==> config.mk <==
export PLATFORM = sky130hd
export DESIGN_NAME = outbuf_writer
export DESIGN_NICKNAME = d
export VERILOG_FILES = /design/src/rtl/cnn_pkg.sv /design/src/rtl/sat_u8.sv /design/src/rtl/outbuf_writer.sv
export SDC_FILE = /design/constraint.sdc
export NUM_CORES = 1
export LEC_CHECK = 0
export BUFFER_PORTS_ARGS = -buffer_cell sky130_fd_sc_hd__buf_4
export CORE_MARGIN = 2
export CORE_UTILIZATION = 55
export DETAILED_ROUTE_END_ITERATION = 10
export PLACE_DENSITY = 0.84
export SLEW_MARGIN = 20
export SYNTH_ARGS = -nofsm -noshare
export SYNTH_HDL_FRONTEND = slang
export SYNTH_SLANG_ARGS = --single-unit
==> constraint.sdc <==
create_clock -name iClk -period 3.09 [get_ports iClk]
set_input_delay 0.1545 -clock iClk [delete_from_list [all_inputs] [get_ports iClk]]
set_output_delay 0.1545 -clock iClk [all_outputs]
set_load 0.05 [all_outputs]
==> src/rtl/cnn_pkg.sv <==
// Shared definitions for the CNN output path: frame geometry, bus widths,
// writer FSM encoding and the 8-bit channel ceiling.
package cnn_pkg;

    localparam int unsigned DATA_W = 24;
    localparam int unsigned ADDR_W = 17;
    localparam int unsigned WIDTH  = 480;
    localparam int unsigned HEIGHT = 272;

    localparam logic [7:0] CH_MAX = 8'hFF;

    typedef enum logic [1:0] {
        StIdle = 2'd0,
        StRun  = 2'd1,
        StDone = 2'd2
    } wr_state_e;

endpackage

==> src/rtl/sat_u8.sv <==
// Saturates one signed conv channel result into an unsigned 8-bit pixel value.
module sat_u8
    import cnn_pkg::*;
#(
    parameter int unsigned SUM_W = 12
) (
    input  logic signed [SUM_W-1:0] sum_i,
    output logic        [7:0]       pix_o
);

    logic signed [31:0] wide;

    assign wide = {{(32 - SUM_W){sum_i[SUM_W-1]}}, sum_i};

    always_comb begin
        pix_o = wide[7:0];
        if (wide < 32'sd0) begin
            pix_o = 8'd0;
        end else if (wide > $signed({24'd0, CH_MAX})) begin
            pix_o = CH_MAX;
        end
    end

endmodule

==> src/rtl/outbuf_writer.sv <==
// Streams clamped RGB888 pixels of one frame into the output BRAM, one write
// per accepted conv result, and tracks frame completion and stray inputs.
module outbuf_writer
    import cnn_pkg::*;
#(
    parameter int unsigned DATA_W = cnn_pkg::DATA_W,
    parameter int unsigned ADDR_W = cnn_pkg::ADDR_W,
    parameter int unsigned WIDTH  = cnn_pkg::WIDTH,
    parameter int unsigned HEIGHT = cnn_pkg::HEIGHT,
    parameter int unsigned SUM_W  = 12
) (
    input  logic                    iClk,
    input  logic                    iRst,
    input  logic                    iEn,
    input  logic                    iStart,
    input  logic                    iValid,
    input  logic signed [SUM_W-1:0] iR,
    input  logic signed [SUM_W-1:0] iG,
    input  logic signed [SUM_W-1:0] iB,
    output logic                    oCs,
    output logic                    oWe,
    output logic [ADDR_W-1:0]       oAddr,
    output logic [DATA_W-1:0]       oData,
    output logic                    oBusy,
    output logic                    oDone,
    output logic                    oOverrun,
    output logic [7:0]              oFrameCnt
);

    localparam int unsigned      DEPTH = WIDTH * HEIGHT;
    localparam logic [ADDR_W-1:0] LAST = ADDR_W'(DEPTH - 1);

    wr_state_e         state_q, state_d;
    logic [ADDR_W-1:0] cnt_q, cnt_d;
    logic              wr_q, wr_d;
    logic [ADDR_W-1:0] addr_q, addr_d;
    logic [DATA_W-1:0] data_q, data_d;
    logic              overrun_q, overrun_d;
    logic [7:0]        frame_cnt_q, frame_cnt_d;

    logic [7:0] r_sat, g_sat, b_sat;

    sat_u8 #(.SUM_W(SUM_W)) u_sat_r (.sum_i(iR), .pix_o(r_sat));
    sat_u8 #(.SUM_W(SUM_W)) u_sat_g (.sum_i(iG), .pix_o(g_sat));
    sat_u8 #(.SUM_W(SUM_W)) u_sat_b (.sum_i(iB), .pix_o(b_sat));

    always_comb begin
        state_d     = state_q;
        cnt_d       = cnt_q;
        wr_d        = 1'b0;
        addr_d      = addr_q;
        data_d      = data_q;
        overrun_d   = overrun_q;
        frame_cnt_d = frame_cnt_q;

        if (iEn) begin
            unique case (state_q)
                StRun: begin
                    if (iValid) begin
                        wr_d   = 1'b1;
                        addr_d = cnt_q;
                        data_d = DATA_W'({r_sat, g_sat, b_sat});
                        if (cnt_q == LAST) begin
                            cnt_d       = '0;
                            state_d     = StDone;
                            frame_cnt_d = frame_cnt_q + 8'd1;
                        end else begin
                            cnt_d = cnt_q + ADDR_W'(1);
                        end
                    end
                end
                default: begin
                    if (iStart) begin
                        cnt_d     = '0;
                        state_d   = StRun;
                        overrun_d = 1'b0;
                    end
                    // A stray valid wins over the start-clear so it is never lost.
                    if (iValid) begin
                        overrun_d = 1'b1;
                    end
                end
            endcase
        end
    end

    always_ff @(posedge iClk or negedge iRst) begin
        if (!iRst) begin
            state_q     <= StIdle;
            cnt_q       <= '0;
            wr_q        <= 1'b0;
            addr_q      <= '0;
            data_q      <= '0;
            overrun_q   <= 1'b0;
            frame_cnt_q <= '0;
        end else begin
            state_q     <= state_d;
            cnt_q       <= cnt_d;
            wr_q        <= wr_d;
            addr_q      <= addr_d;
            data_q      <= data_d;
            overrun_q   <= overrun_d;
            frame_cnt_q <= frame_cnt_d;
        end
    end

    assign oCs       = wr_q;
    assign oWe       = wr_q;
    assign oAddr     = addr_q;
    assign oData     = data_q;
    assign oBusy     = (state_q == StRun);
    assign oDone     = (state_q == StDone);
    assign oOverrun  = overrun_q;
    assign oFrameCnt = frame_cnt_q;

endmodule

# Yosys cells after proc, flatten, opt, wreduce, memory -nomap -nowiden
# Cells that the tools add are included.
[op_classes]
bitwise = 1
eq_ne = 5
order_cmp = 6
n_mux = 19
reduce_logical = 7
addsub = 2
[op_table]
columns = ["op", "n"]
rows = [
  ["2-to-1 mux 17 bit", 4],
  ["2-to-1 mux 8 bit", 6],
  ["> comparator 12 x 9 -> 1 bit, second input constant", 3],
  ["less-than comparator 12 x 1 -> 1 bit, second input constant", 3],
  ["adder 17 x 1 -> 17 bit, second input constant", 1],
  ["equality test 17 bit, second input constant", 1],
  ["AND reduction 3 bit", 3],
  ["adder 8 x 1 -> 8 bit, second input constant", 1],
  ["2-to-1 mux 2 bit", 4],
  ["AND reduction 4 bit", 2],
  ["2-to-1 mux 1 bit", 5],
  ["nonzero test 2 bit", 2],
  ["equality test 2 x 1 -> 1 bit, second input constant", 1],
  ["equality test 2 bit, second input constant", 1],
  ["inequality test 2 x 1 -> 1 bit, second input constant", 1],
  ["inequality test 2 bit, second input constant", 1],
  ["NOT 1 bit", 1],
]
[totals]
regBits = 70
output_inout_bits = 54
wordCells = 47

# Depth between registers and ports, before layout
[depth]
word_depth = 4
ltp_mapped = 7
depth_no_buf = 5

# By module
# A second synthesis with hierarchy kept.
[unflattened]
hier_cells = 381
hier_area_um2 = 3259.4
[by_module_without_submodules]
columns = ["module", "seq_area_each_um2", "n_inst", "area_per_inst_um2", "cells_each"]
rows = [
  ["outbuf_writer", 1751.7, 1, 2981.6, 324],
  ["sat_u8", 0.0, 3, 92.6, 19],
]

# Least setup slack after synthesis
# No wires, ideal clock.
[synth_path]
kind = "register to register"
startpoint = "reg cnt_q[0]"
endpoint = "reg cnt_q[15]"
stages_incl_launch_ff = 7
required_time_ns = 2.971
setup_time_ns = 0.119
slack_ns = 1.146
period_less_slack_ns = 1.944
arrival_time_ns = 1.825
cell_sequence = "dfrtp_1 -> ha_1 -> nand4_1 -> or4_1 -> buf_2 -> a21oi_4 -> o21ba_1"
[synth_via]
elab_chain_cells = 4
[synth_rtl]
columns = ["item", "line", "text"]
rows = [
  ["start: declaration", "outbuf_writer.sv:34", "logic [ADDR_W-1:0] cnt_q, cnt_d;"],
  ["start signal: assignment", "outbuf_writer.sv:98", "cnt_q <= cnt_d;"],
  ["adder 17 x 1 -> 17 bit or equality test 17 bit (tied branches)", "outbuf_writer.sv:68, outbuf_writer.sv:63", ""],
  ["2-to-1 mux 17 bit (*)", "outbuf_writer.sv:63", "if (cnt_q == LAST) begin"],
  ["2-to-1 mux 17 bit (*)", "outbuf_writer.sv:59", "if (iValid) begin"],
  ["2-to-1 mux 17 bit (*)", "outbuf_writer.sv:57", "unique case (state_q)"],
]
# Every way passes the cells marked *; elsewhere a longest branch is shown, timed or not. The select of a mux whose other input is x is not followed.
# A chain may end at the register's enable or synchronous reset.

# Worst setup path in the final report
# Ends and elaborated chain as after synthesis.

==> results.txt <==
WS Path Type -> register to register
crit path cell chain -> ha_1 > nand4_1 > or4_1 > a21oi_4 > o21ba_1
largest net degree at the start of global routing -> 76
Setup WS post-layout -> 0.8464 ns
Max Cap Violations -> 0
initial core utilization -> 0.5785
Detail Placement HPWL -> 5030 µm
Wirelength per Cell -> 14.83 µm
CTS Buf Count -> 9
Setup violations, final -> 0
clk_skew -> 0.007188 ns
pwr/cell area -> 601.5 nW/µm²
Root Driver -> clkbuf_8
Slowest-stage cell, CP -> or4_1
I/O Buffers -> 94
register area share after synthesis -> 0.5433
Place WS -> 0.8872 ns
post-synthesis adder-cell area fraction -> 0.007761
WP data required -> 3.32 ns
die width -> 80.57 µm
arrival time at the worst endpoint -> 2.47 ns
Finished Cell Area -> 4096 µm²
post-synthesis cell type count -> 40
top cell type's share of synthesized area -> 0.5433
fraction of layout cells with a size suffix above 1 -> 0.2668
clock-pin slew on the worst setup and hold paths -> 0.07 ns
Max clock buf depth -> 2
Slew HR -> 0.4269
status -> complete, no violations
simple-gate share of the synthesized area -> 0.2546
area of the core -> 5574 µm²
nets -> 471
Mapped Cells -> 346
first-pass GRT wire length -> 12,320 µm
clock sinks -> 70
Final ANT Viol Nets -> 0
Worst Path Max Fanout -> 9
number of inserted diodes -> 0
num rows -> 27
clock latency on the worst-skew pair -> 0.34 ns
Final Critical Period -> 2.244 ns
Placed Cells -> 488
EDFF count, synth -> 0
worst vdd ir -> 0.6118 mV
Post-synth ARST share -> 1.000
CTS tree -> built
Synth top cells by count -> nand2_1 (88), dfrtp_1 (70), o31ai_1 (32), nor2_1 (26), nand3_1 (14)
Worst Tran Pin Value -> 0.8596 ns
Post-Syn Area -> 3224 µm²
Syn Area/Cell -> 9.319 µm²
CP Launch Type -> register
Area Growth Syn to Fin -> 27.05%
I/O pins -> 95
CP endpoint kind -> register
fin cells -> 503
Final Hold Fails -> 0
XOR/XNOR Fraction of Synth Area -> 0.01901
drt pass-1 iters -> 4
Sum Neg Setup Slack -> 0 ns
crit share post-route -> 0.7261
max incr delay on CP -> 0.70 ns
H-Tree Depth -> 3
Die H -> 80.57 µm
RSZ-0062 raised after global routing -> false
FMAX -> 445.7 MHz
DR vias/cell -> 5.581
initial drt markers -> 246
initial antenna violation count -> 0
total DRC errors in the routed layout -> 0
synth top area cells -> dfrtp_1 (54%), nand2_1 (10%), o31ai_1 (7.5%)
Routability Congestion -> 0.8683
final wirelength -> 7458 µm
Power Total -> 2.464 mW
Synth Flop Type -> dfrtp_1
GRT Total Usage -> 0.2471
yosys warns -> 0
largest family of logic cells by synthesized area -> simple AND/OR/NAND/NOR gates
CP top delay family -> simple AND/OR/NAND/NOR gates
GRT overflow -> 0
most common cell in the netlist -> nand2_1
worst path bufs/invs -> 0
die area -> 6491 µm²
Max Slew Vio Count -> 0
via count -> 2,807
Hold Crit Class -> input port to register
Mapped Nets -> 389
vias in the first global route -> 2,647
postcts setup bufs -> 0
area of placed instances -> 3931 µm²
cell taking the most area after synthesis -> dfrtp_1
mux cell area share after synthesis -> 0.003492
compound-gate portion of the synthesized area -> 0.1308
Leakage -> 2.002 nW
post-synthesis register bit count -> 70
[layer usage]
layer	up-vias	wire (µm)	global-route usage
li1	1368	-	-
met1	1339	3327	0.3271
met2	88	3653	0.3967
met3	12	378	0.05393
met4	0	99	0.09831
met5	-	0	0
[layout make-up]
class | instances | area (µm²)
Clock buffer | 12 | 145.1
Sequential cell | 70 | 1752
Timing Repair Buffer | 98 | 738.2
Multi-Input combinational cell | 245 | 1346
Tap cell | 72 | 90.09
Fill cell | 460 | 1478
Clock inverter | 2 | 10.01
Inverter | 4 | 15.01
[worst paths after layout]
| check | slack, ns | start | to | depth (start not counted) |
|---|---|---|---|---|
| worst max-delay path | 0.85 | cnt_q[0]$_DFFE_PN0P_ | cnt_q[15]$_DFFE_PN0P_ | 5 |
| worst min-delay path | 0.05 | iValid | oOverrun$_DFFE_PN0P_ | 3 |
| worst max register to register | 0.85 | cnt_q[0]$_DFFE_PN0P_ | cnt_q[15]$_DFFE_PN0P_ | 5 |
| worst min register to register | 0.47 | oAddr[14]$_DFFE_PN0P_ | oAddr[14]$_DFFE_PN0P_ | 2 |
| max in group asynchronous | 2.06 | iRst | state_q[0]$_DFFE_PN0P_ | 2 |
| min in group asynchronous | 0.48 | iRst | oData[19]$_DFFE_PN0P_ | 2 |
[repair_timing]
item | CTS | global route
endpoints found under the hold margin | 70 | 0
gates resized for setup | 0 | 0
hold buffers | 1 | 0
[report_power, final]
group          switching [mW]  total (mW)  internal (mW)  leakage, nW
Combinational           0.492       0.715          0.223         1.02
Sequential              0.102        1.13           1.03        0.896
Clock                   0.312       0.615          0.302       0.0821
Total                   0.907        2.46           1.56         2.00
[tightest hold or removal path: cells and delay by family]
kind | cells | cell delay [ns]
buffers and inverters | 1 | 0.09
and+or+nand+nor | 2 | 0.12
[through the flow]
step / util / hold WS, ns
6_report: 0.7349 / 0.05178
4_1_cts: 0.7349 / 0.04821
3_3_place_gp: 0.7053 / 0.3195
5_1_grt: 0.7349 / 0.05335
2_1_floorplan: - / -0.1411
3_5_place_dp: 0.7053 / 0.3297
[cell usage in the layout (no fill, tap or decap), types with 2 or more instances in the layout]
| cell | netlist | routed |
|---|---|---|
| nand2b_1 | 2 | 2 |
| and4_1 | 3 | 3 |
| xnor2_1 | 4 | 4 |
| clkbuf_8 | 0 | 10 |
| nand4b_1 | 3 | 3 |
| dfrtp_1 | 70 | 70 |
| nand2_1 | 88 | 88 |
| inv_1 | 2 | 2 |
| nor4_1 | 3 | 3 |
| and3_1 | 2 | 2 |
| a21oi_1 | 11 | 11 |
| xor2_1 | 3 | 3 |
| o31ai_1 | 32 | 32 |
| or4_1 | 10 | 10 |
| o21ai_0 | 8 | 8 |
| nand3_1 | 14 | 14 |
| ha_1 | 2 | 2 |
| clkinv_2 | 0 | 2 |
| nor2_1 | 26 | 26 |
| buf_4 | 2 | 97 |
| a31oi_1 | 3 | 2 |
| clkbuf_1 | 7 | 2 |
| nand4_1 | 9 | 9 |
| or3_1 | 6 | 6 |
| nor3_1 | 3 | 3 |
[state kept, by name, summed over array words and instances, names as in the netlist]
name,count
oData,24
cnt_q,17
oAddr,17
oFrameCnt,8
state_q,2
oCs,1
oOverrun,1
[kinds of logic after synthesis]
kind of cell / Yosys count
mux: 1
compound gates: 61
xor+xnor: 7
flops: 70
buf+inv: 31
fa+ha+maj: 2
simple gates: 174
Power figures use the tool's default switching activity.
